## src/rtl/load_store_unit_pkg.sv

```systemverilog
// Shared types for the load/store unit: funct3 op codes, FSM states and
// small helpers for lane offset width and access size.
package load_store_unit_pkg;

  localparam logic [2:0] LS_B_OP  = 3'b000;
  localparam logic [2:0] LS_H_OP  = 3'b001;
  localparam logic [2:0] LS_W_OP  = 3'b010;
  localparam logic [2:0] LS_D_OP  = 3'b011;
  localparam logic [2:0] LS_BU_OP = 3'b100;
  localparam logic [2:0] LS_HU_OP = 3'b101;
  localparam logic [2:0] LS_WU_OP = 3'b110;

  typedef enum logic [1:0] {
    ST_IDLE = 2'd0,
    ST_REQ  = 2'd1,
    ST_RSP  = 2'd2,
    ST_DONE = 2'd3
  } ls_state_e;

  // Width of the byte offset inside one bus word.
  function automatic int ls_off_w(input int xlen);
    return (xlen == 64) ? 3 : 2;
  endfunction

  // Byte-enable pattern for an access before it is shifted to its lane.
  function automatic logic [7:0] ls_size_mask(input logic [2:0] funct3);
    logic [7:0] mask;
    case (funct3[1:0])
      2'b00:   mask = 8'h01;
      2'b01:   mask = 8'h03;
      2'b10:   mask = 8'h0F;
      default: mask = 8'hFF;
    endcase
    return mask;
  endfunction

endpackage

```

## src/rtl/load_store_unit_ls_align.sv

```systemverilog
// Combinational datapath of the load/store unit: alignment/legality check,
// store lane steering and byte enables, load lane extraction and extension.
module ls_align
  import load_store_unit_pkg::*;
#(
  parameter int XLEN  = 32,
  parameter int OFF_W = ls_off_w(XLEN),
  parameter int BW    = XLEN / 8
) (
  input  logic [2:0]       i_req_funct3,
  input  logic             i_req_is_store,
  input  logic [OFF_W-1:0] i_req_off,
  input  logic [XLEN-1:0]  i_req_wdata,
  output logic             o_req_misaligned,
  output logic [BW-1:0]    o_req_be,
  output logic [XLEN-1:0]  o_req_wdata,
  input  logic [2:0]       i_rsp_funct3,
  input  logic [OFF_W-1:0] i_rsp_off,
  input  logic [XLEN-1:0]  i_rsp_rdata,
  output logic [XLEN-1:0]  o_rsp_rdata
);

  localparam logic IS_RV64 = (XLEN == 64);

  logic [2:0]      off3;
  logic            legal;
  logic            aligned;
  logic [XLEN-1:0] shifted;

  always_comb begin
    off3    = 3'(i_req_off);
    legal   = 1'b1;
    aligned = 1'b1;
    case (i_req_funct3)
      LS_B_OP:  aligned = 1'b1;
      LS_H_OP:  aligned = ~off3[0];
      LS_W_OP:  aligned = (off3[1:0] == 2'b00);
      LS_D_OP: begin
        legal   = IS_RV64;
        aligned = (off3 == 3'b000);
      end
      LS_BU_OP: legal = ~i_req_is_store;
      LS_HU_OP: begin
        legal   = ~i_req_is_store;
        aligned = ~off3[0];
      end
      LS_WU_OP: begin
        legal   = ~i_req_is_store & IS_RV64;
        aligned = (off3[1:0] == 2'b00);
      end
      default:  legal = 1'b0;
    endcase
    o_req_misaligned = ~legal | ~aligned;
    // A rejected access never reaches the bus, so keep its enables quiet.
    o_req_be    = o_req_misaligned ? '0 : BW'(BW'(ls_size_mask(i_req_funct3)) << i_req_off);
    o_req_wdata = i_req_wdata << {i_req_off, 3'b000};
  end

  always_comb begin
    shifted = i_rsp_rdata >> {i_rsp_off, 3'b000};
    case (i_rsp_funct3)
      LS_B_OP:  o_rsp_rdata = XLEN'($signed(shifted[7:0]));
      LS_H_OP:  o_rsp_rdata = XLEN'($signed(shifted[15:0]));
      LS_W_OP:  o_rsp_rdata = XLEN'($signed(shifted[31:0]));
      LS_BU_OP: o_rsp_rdata = XLEN'(shifted[7:0]);
      LS_HU_OP: o_rsp_rdata = XLEN'(shifted[15:0]);
      LS_WU_OP: o_rsp_rdata = XLEN'(shifted[31:0]);
      default:  o_rsp_rdata = shifted;
    endcase
  end

endmodule

```

## src/rtl/load_store_unit.sv

```systemverilog
// Load/store unit: accepts one access per handshake, drives a req/gnt/rvalid
// data-memory bus and returns an extended load result or a fault flag.
//
//   state   | meaning
//   IDLE    | ready for a new access
//   REQ     | bus request held until granted
//   RSP     | waiting for rvalid, timeout counter running
//   DONE    | one-cycle completion pulse with flags/rdata valid
module load_store_unit
  import load_store_unit_pkg::*;
#(
  parameter int XLEN    = 32,
  parameter int TIMEOUT = 255,
  parameter int TO_W    = 8
) (
  input  logic              i_clk,
  input  logic              i_rst_n,
  input  logic              i_valid,
  output logic              o_ready,
  input  logic              i_is_store,
  input  logic [2:0]        i_funct3,
  input  logic [XLEN-1:0]   i_addr,
  input  logic [XLEN-1:0]   i_wdata,
  output logic              o_done,
  output logic [XLEN-1:0]   o_rdata,
  output logic              o_misaligned,
  output logic              o_access_fault,
  output logic              o_mem_req,
  output logic              o_mem_we,
  output logic [XLEN-1:0]   o_mem_addr,
  output logic [XLEN/8-1:0] o_mem_be,
  output logic [XLEN-1:0]   o_mem_wdata,
  input  logic              i_mem_gnt,
  input  logic              i_mem_rvalid,
  input  logic [XLEN-1:0]   i_mem_rdata,
  input  logic              i_mem_err
);

  localparam int OFF_W = ls_off_w(XLEN);
  localparam int BW    = XLEN / 8;
  localparam logic [TO_W-1:0] TO_LAST = TO_W'(TIMEOUT - 1);

  ls_state_e        state_q, state_d;
  logic [2:0]       funct3_q, funct3_d;
  logic             is_store_q, is_store_d;
  logic [OFF_W-1:0] off_q, off_d;
  logic [XLEN-1:0]  mem_addr_q, mem_addr_d;
  logic [BW-1:0]    mem_be_q, mem_be_d;
  logic [XLEN-1:0]  mem_wdata_q, mem_wdata_d;
  logic [XLEN-1:0]  rdata_q, rdata_d;
  logic             misaligned_q, misaligned_d;
  logic             fault_q, fault_d;
  logic [TO_W-1:0]  to_cnt_q, to_cnt_d;

  logic             al_misaligned;
  logic [BW-1:0]    al_be;
  logic [XLEN-1:0]  al_wdata;
  logic [XLEN-1:0]  al_rdata;

  ls_align #(.XLEN(XLEN)) u_align (
    .i_req_funct3     (i_funct3),
    .i_req_is_store   (i_is_store),
    .i_req_off        (i_addr[OFF_W-1:0]),
    .i_req_wdata      (i_wdata),
    .o_req_misaligned (al_misaligned),
    .o_req_be         (al_be),
    .o_req_wdata      (al_wdata),
    .i_rsp_funct3     (funct3_q),
    .i_rsp_off        (off_q),
    .i_rsp_rdata      (i_mem_rdata),
    .o_rsp_rdata      (al_rdata)
  );

  always_comb begin
    state_d      = state_q;
    funct3_d     = funct3_q;
    is_store_d   = is_store_q;
    off_d        = off_q;
    mem_addr_d   = mem_addr_q;
    mem_be_d     = mem_be_q;
    mem_wdata_d  = mem_wdata_q;
    rdata_d      = rdata_q;
    misaligned_d = misaligned_q;
    fault_d      = fault_q;
    to_cnt_d     = to_cnt_q;
    case (state_q)
      ST_IDLE: begin
        if (i_valid) begin
          funct3_d     = i_funct3;
          is_store_d   = i_is_store;
          off_d        = i_addr[OFF_W-1:0];
          mem_addr_d   = {i_addr[XLEN-1:OFF_W], {OFF_W{1'b0}}};
          mem_be_d     = al_be;
          mem_wdata_d  = al_wdata;
          misaligned_d = al_misaligned;
          fault_d      = 1'b0;
          state_d      = al_misaligned ? ST_DONE : ST_REQ;
        end
      end
      ST_REQ: begin
        if (i_mem_gnt) begin
          to_cnt_d = '0;
          state_d  = ST_RSP;
        end
      end
      ST_RSP: begin
        // rvalid wins over a timeout expiring in the same cycle.
        if (i_mem_rvalid) begin
          fault_d = i_mem_err;
          if (!is_store_q) begin
            rdata_d = al_rdata;
          end
          state_d = ST_DONE;
        end else begin
          to_cnt_d = to_cnt_q + 1'b1;
          if (to_cnt_q == TO_LAST) begin
            fault_d = 1'b1;
            state_d = ST_DONE;
          end
        end
      end
      ST_DONE: state_d = ST_IDLE;
      default: state_d = ST_IDLE;
    endcase
  end

  always_ff @(posedge i_clk or negedge i_rst_n) begin
    if (!i_rst_n) begin
      state_q      <= ST_IDLE;
      funct3_q     <= '0;
      is_store_q   <= 1'b0;
      off_q        <= '0;
      mem_addr_q   <= '0;
      mem_be_q     <= '0;
      mem_wdata_q  <= '0;
      rdata_q      <= '0;
      misaligned_q <= 1'b0;
      fault_q      <= 1'b0;
      to_cnt_q     <= '0;
    end else begin
      state_q      <= state_d;
      funct3_q     <= funct3_d;
      is_store_q   <= is_store_d;
      off_q        <= off_d;
      mem_addr_q   <= mem_addr_d;
      mem_be_q     <= mem_be_d;
      mem_wdata_q  <= mem_wdata_d;
      rdata_q      <= rdata_d;
      misaligned_q <= misaligned_d;
      fault_q      <= fault_d;
      to_cnt_q     <= to_cnt_d;
    end
  end

  assign o_ready        = (state_q == ST_IDLE);
  assign o_done         = (state_q == ST_DONE);
  assign o_mem_req      = (state_q == ST_REQ);
  assign o_mem_we       = is_store_q;
  assign o_mem_addr     = mem_addr_q;
  assign o_mem_be       = mem_be_q;
  assign o_mem_wdata    = mem_wdata_q;
  assign o_rdata        = rdata_q;
  assign o_misaligned   = misaligned_q;
  assign o_access_fault = fault_q;

endmodule

```

## config.mk

```make
export PLATFORM = sky130hd
export DESIGN_NAME = load_store_unit
export DESIGN_NICKNAME = d
export VERILOG_FILES = /design/src/rtl/load_store_unit_pkg.sv /design/src/rtl/load_store_unit_ls_align.sv /design/src/rtl/load_store_unit.sv
export SDC_FILE = /design/constraint.sdc
export NUM_CORES = 1
export LEC_CHECK = 0
export CAP_MARGIN = 15
export CORE_ASPECT_RATIO = 1.25
export CORE_UTILIZATION = 43
export CTS_BUF_LIST = sky130_fd_sc_hd__clkbuf_4
export DETAILED_ROUTE_END_ITERATION = 6
export GPL_TIMING_DRIVEN = 0
export PLACE_DENSITY = 0.79
export SETUP_SLACK_MARGIN = 0.05
export SLEW_MARGIN = 20
export SYNTH_ARGS = -nofsm -noshare
export SYNTH_HDL_FRONTEND = slang
export SYNTH_HIERARCHICAL = 1
export SYNTH_SLANG_ARGS = --single-unit
```

## constraint.sdc

```tcl
create_clock -name i_clk -period 1.9 [get_ports i_clk]
set_clock_uncertainty 0.15 [all_clocks]
set_input_delay 0.38 -clock i_clk [delete_from_list [all_inputs] [get_ports i_clk]]
set_output_delay 0.38 -clock i_clk [all_outputs]
set_load 0.005 [all_outputs]
```

Word-level counts from Yosys, hierarchy flattened
Cells that the tools add are included.
{"block": "word_totals", "romBits": 0, "ramBits": 0, "wordCells": 74, "ff_bits": 116, "latchBits": 0, "mem_count": 0, "out_inout_bits": 106, "input_bits": 106}
{"block": "classes", "multipliers": 0, "n_reduce_logical": 16, "bitwise_logic": 6, "magnitude_cmp": 0, "n_eq_ne": 19, "div_mod_pow": 0, "addsub": 1, "n_mux": 18, "n_shift": 3}
{"cell": "32-bit case mux with 4 select lines", "count": 1}
{"cell": "32-bit by 5-bit << shifter with 32-bit output", "count": 1}
{"cell": "32-bit by 5-bit right shift with 32-bit output", "count": 1}
{"cell": "8-bit 2-to-1 mux", "count": 2}
{"cell": "8-bit case mux with 2 select lines", "count": 1}
{"cell": "3-bit == test, second input constant", "count": 5}
{"cell": "4-bit case mux with 3 select lines", "count": 1}
{"cell": "3-bit AND reduction", "count": 4}
{"cell": "2-bit 2-to-1 mux", "count": 5}
{"cell": "8-bit by 1-bit adder with 8-bit output, second input constant", "count": 1}
{"cell": "8-bit == test, second input constant", "count": 1}
{"cell": "2-bit case mux with 4 select lines", "count": 1}
{"cell": "2-bit == test, second input constant", "count": 3}
{"cell": "3-bit by 1-bit == test with 1-bit output, second input constant", "count": 2}
{"cell": "3-bit by 2-bit == test with 1-bit output, second input constant", "count": 2}
{"cell": "2-bit zero test", "count": 3}
{"cell": "3-bit zero test", "count": 2}
{"cell": "1-bit case mux with 2 select lines", "count": 3}
{"cell": "3-bit OR reduction", "count": 2}
{"cell": "1-bit inverter", "count": 5}
{"cell": "2-bit by 1-bit == test with 1-bit output, second input constant", "count": 2}
{"cell": "4-bit 2-to-1 mux", "count": 1}
{"cell": "2-bit != test, second input constant", "count": 2}
{"cell": "2-bit nonzero test", "count": 2}
{"cell": "7 further kinds", "count": 10}

Longest topological paths before layout
{"block": "logic_depth", "ltp_word": 8, "depth_mapped": 7, "mapped_depth_nobuf": 6}

Modules after synthesis
Netlist, hierarchy kept.
{"mod": "load_store_unit", "cells_per_inst": 297, "area_per_inst_um2": 4729.5, "seq_area_each_um2": 2902.8, "instances": 1}
{"mod": "ls_align", "cells_per_inst": 211, "area_per_inst_um2": 1446.4, "seq_area_each_um2": 0.0, "instances": 1}

Worst setup path after synthesis
No wires, ideal clock.
{"block": "synth_timing", "path_type": "flip-flop to flip-flop", "start": "register off_q[0]", "end": "register rdata_q[19], in the netlist o_rdata[19]", "period_less_slack_ns": 1.909, "arrival_ns": 1.634, "required_time_ns": 1.625, "setup_ns": 0.125, "n_path_buf": 2, "setup_slack_ns": -0.009, "path_stages_with_launch": 7, "cell_sequence": "dfrtp_1 -> buf_6 -> mux2_4 -> a32oi_4 -> buf_8 -> o211ai_2 -> mux2_4"}
{"block": "synth_via", "elab_chain_cells": 2}
{"element": "start: declaration", "line_no": "load_store_unit.sv:46", "source": "logic [OFF_W-1:0] off_q, off_d;"}
{"element": "start signal: assignment", "line_no": "load_store_unit.sv:132", "source": "off_q <= '0;"}
{"element": "start signal: assignment", "line_no": "load_store_unit.sv:144", "source": "off_q <= off_d;"}
{"element": "32-bit by 5-bit right shift with 32-bit output", "line_no": "load_store_unit_ls_align.sv:60", "source": "shifted = i_rsp_rdata >> {i_rsp_off, 3'b000};"}
{"element": "32-bit case mux with 4 select lines", "line_no": "load_store_unit_ls_align.sv:61", "source": "case (i_rsp_funct3)"}
{"element": "named net al_rdata[19]", "line_no": "load_store_unit.sv:58", "source": "logic [XLEN-1:0] al_rdata;"}
{"element": "end signal: assignment", "line_no": "load_store_unit.sv:148", "source": "rdata_q <= rdata_d;"}
{"element": "end: declaration", "line_no": "load_store_unit.sv:50", "source": "logic [XLEN-1:0] rdata_q, rdata_d;"}
The timed path passes the listed nets, and every way through them passes these cells.
A chain may end at the register's enable or synchronous reset.

Final worst setup path
{"block": "layout_timing", "start": "register off_q[0]", "end": "register rdata_q[20], in the netlist o_rdata[20]"}
Same word-level chain as after synthesis.

==> metrics.yaml <==
die:
  initial_utilization_pct: 44.3
  core_region_area_sq_mm: 0.0139
  io_pins: 212
  dieWidth_um: 109
  die_h_um: 136
  dieArea_sq_mm: 0.0148
  num_rows: 48
outcome:
  violations: "negative setup slack"
  status: "finished, violations left"
sta:
  worst_pin_slew_ps: 616
  relSlewSlack_pct: 58.9
  max_freq_ghz: 0.497
  tns_ps: -1670
  worst_hold_slack_ps: 196
  finalHoldViolCount: 0
  drv_slew: 0
  min_period_over_period_pct: 106
  period_minus_slack_ps: 2010
  rsz0062_at_grt: "true"
  finalWorstSetupSlack_ps: -112
  setup_viol: 33
logic_synthesis:
  ys_seq_area_share_pct: 47.0
  synth_seq_cells: 116
  ys_types: 44
  synth-edff-count: 0
  yosys.area.top_type: "dfrtp_1"
  yosysWarnings: 6
  synthCells: 508
  synth_top_area_share_pct: 47.0
  syn_avg_cell_area_sq_um: 12.2
  synth_top_cells_by_area: "dfrtp_1 47%, mux2_2 15%, mux2_4 7.8%"
  async_reset_ff_share_pct: 100
  syn_area_sq_mm: 0.00618
  synth_flop_cell: "dfrtp_1"
setup_path:
  critPathArrivalTime_ps: 2270
  worstSetupEndpointType: "flip-flop"
  critical_path_class: "reg -> reg"
  r2r_end: "o_rdata[20]"
  path_cells: "buf_6, mux2_4, a32oi_4, buf_6, buf_16, o211ai_2, mux2_4"
  r2r_start: "off_q[0]"
  r2r_cells: 7
  critPathMaxStageDelay_ps: 400
  worst_setup_path_start_kind: "flip-flop"
  crit_fanout: 5
  slowest_stage: "dfrtp_1"
  required_ps: 2160
  regToRegSetupSlack_ps: -110
power:
  ir_drop_mv: 0.675
  p_per_area_mw_per_mm2: 1430
  clkPwrFrac_pct: 13.8
  p_seq_share_pct: 31.1
  combPwrFrac_pct: 55.1
  power.leakage_nw: 4.53
  swShare_pct: 35.1
  power_switching_w: 0.00476
  power_w: 0.0136
  intPower_w: 0.00882
clocking:
  htree_levels: 4
  clock_sinks: 116
  cts_tree: "yes"
  cts_buffers: 17
  clkTransAtPathRegs_ps: 120
  cts_buffer_depth: 2
  clk_latency_ps: 520
  cts_root_buf: "clkbuf_4"
placement:
  postPlaceCellArea_sq_mm: 0.00852
  dp_hpwl_um: 12900
  io_buffers: 209
  place_ws_ps: -636
  gp_congestion: 0.904
final_layout:
  regArea_sq_mm: 0.00290
  multiInputGateArea_sq_mm: 0.00320
  area_delta_synth_final_pct: 53.3
  drive_gt1_share_pct: 35.7
  mostFrequentLayoutCell: "dfrtp_1"
  fill_cells: 1088
  final_cell_mix: "116 x dfrtp_1, 104 x clkdlybuf4s50_1, 101 x dlygate4sd2_1"
  finalInstanceArea_sq_mm: 0.00947
  final_nets: 906
hold_path:
  hold_path.class: "in -> async"
detailed_routing:
  wl_um: 18300
  vias_per_cell: 5.33
  dr.pass1.iters: 4
  vias: 5236
  drt_iter0_drc: 166
  drcViolationCount: 0
  ant_nets: 0
  avgRoutedWirePerCell_um: 18.7
grt:
  antenna_found_initial: 0
  grt-ovfl-total: 0
  grt_pass1_vias: 5373
  grt_pass1_wl_um: 27300
  grt_max_degree: 68
  grt_usage_pct: 24.1
flow_run:
  max_cap_violations: 0
==> Yosys cell counts, types with 7 or more instances <==
| cell | instances |
|---|---|
| mux2_4 | 32 |
| and2_1 | 9 |
| mux2_2 | 84 |
| o211ai_2 | 10 |
| nor2b_1 | 13 |
| or2_2 | 8 |
| a21oi_1 | 30 |
| ha_1 | 7 |
| nand2_1 | 35 |
| nor2_1 | 17 |
| o21ai_0 | 21 |
| mux2i_1 | 33 |
| buf_2 | 13 |
| dfrtp_1 | 116 |
| a211oi_1 | 11 |
==> critical path: cells and delay by family, from the launching register on <==
kind / cells / cell delay (ps)
mux: 2 / 610
flops: 1 / 400
compound gates: 2 / 330
buf+inv: 3 / 410
==> kinds of logic after synthesis <==
group / share of synthesized area [%]
xor gates and xnor gates: 0.426
and+or+nand+nor: 8.73
AOI/OAI and AO/OA: 9.83
adders and majority gates: 1.42
buffers and inverters: 4.09
DFF: 47.0
muxes: 28.4
other: 0.0607
==> how the worst max path moves through the flow <==
stage / startpoint / cells after the start / to
6_report: off_q[0] / 7 / o_rdata[20]
5_1_grt: off_q[0] / 7 / o_rdata[20]
4_1_cts: state_q[1] / 4 / o_mem_req
3_5_place_dp: i_addr[0] / 5 / o_mem_be[1]
3_3_place_gp: i_rst_n / 1 / o_mem_addr[20]
2_1_floorplan: off_q[0] / 6 / o_rdata[19]
==> power by group through the flow <==
stage | registers [W] | logic [W] | clock network, W
2_1_floorplan | 0.00430 | 0.00349 | 0
3_3_place_gp | 0.00427 | 0.00657 | 0
3_5_place_dp | 0.00433 | 0.00673 | 0
4_1_cts | 0.00421 | 0.00726 | 0.00191
5_1_grt | 0.00436 | 0.00795 | 0.00201
6_report | 0.00422 | 0.00749 | 0.00187
==> per-layer routing <==
| layer | vias up | wire length (um) | track usage [%] |
|---|---|---|---|
| met5 | - | 0 | 0 |
| met4 | 0 | 534 | 8.96 |
| met3 | 36 | 1280 | 6.57 |
| met2 | 224 | 9700 | 43.6 |
| met1 | 2574 | 6820 | 26.6 |
| li1 | 2402 | - | - |
==> state kept, by name, summed over array words and instances (netlist names) <==
register and flops:
o_mem_wdata 32, o_rdata 32, o_mem_addr 30, to_cnt_q 8, o_mem_be 4, funct3_q 3, off_q 2, state_q 2
o_access_fault 1, o_mem_we 1, o_misaligned 1
==> layout make-up <==
type | instances | share of cell area (%)
antenna | 1 | 0.0264
buffer | 32 | 2.97
clock buffer | 18 | 1.43
clock inverter | 14 | 1.64
inverter | 6 | 0.291
multi-input combinational | 354 | 33.8
sequential | 116 | 30.7
tap | 175 | 2.31
timing repair buffer | 266 | 26.9
==> repair_timing <==
| action | in CTS | in global routing |
|---|---|---|
| resized for setup | 167 | 30 |
| pin swaps | 4 | 12 |
| cloned | 3 | 1 |
| buffers inserted | 49 | 2 |
| hold endpoints to repair | 49 | 0 |
| hold buffers | 1 | 0 |
| endpoints found under the setup margin | 212 | 95 |
==> through the flow <==
| step | utilization, % | std cells |
|---|---|---|
| detailed placement | 61.2 | 894 |
| finish | 68.0 | 982 |
| floorplan | - | 509 |
| global route | 67.9 | 981 |
| CTS | 67.0 | 979 |
| global placement | 61.0 | 893 |
Note: power is estimated with default switching activity, not from simulation.
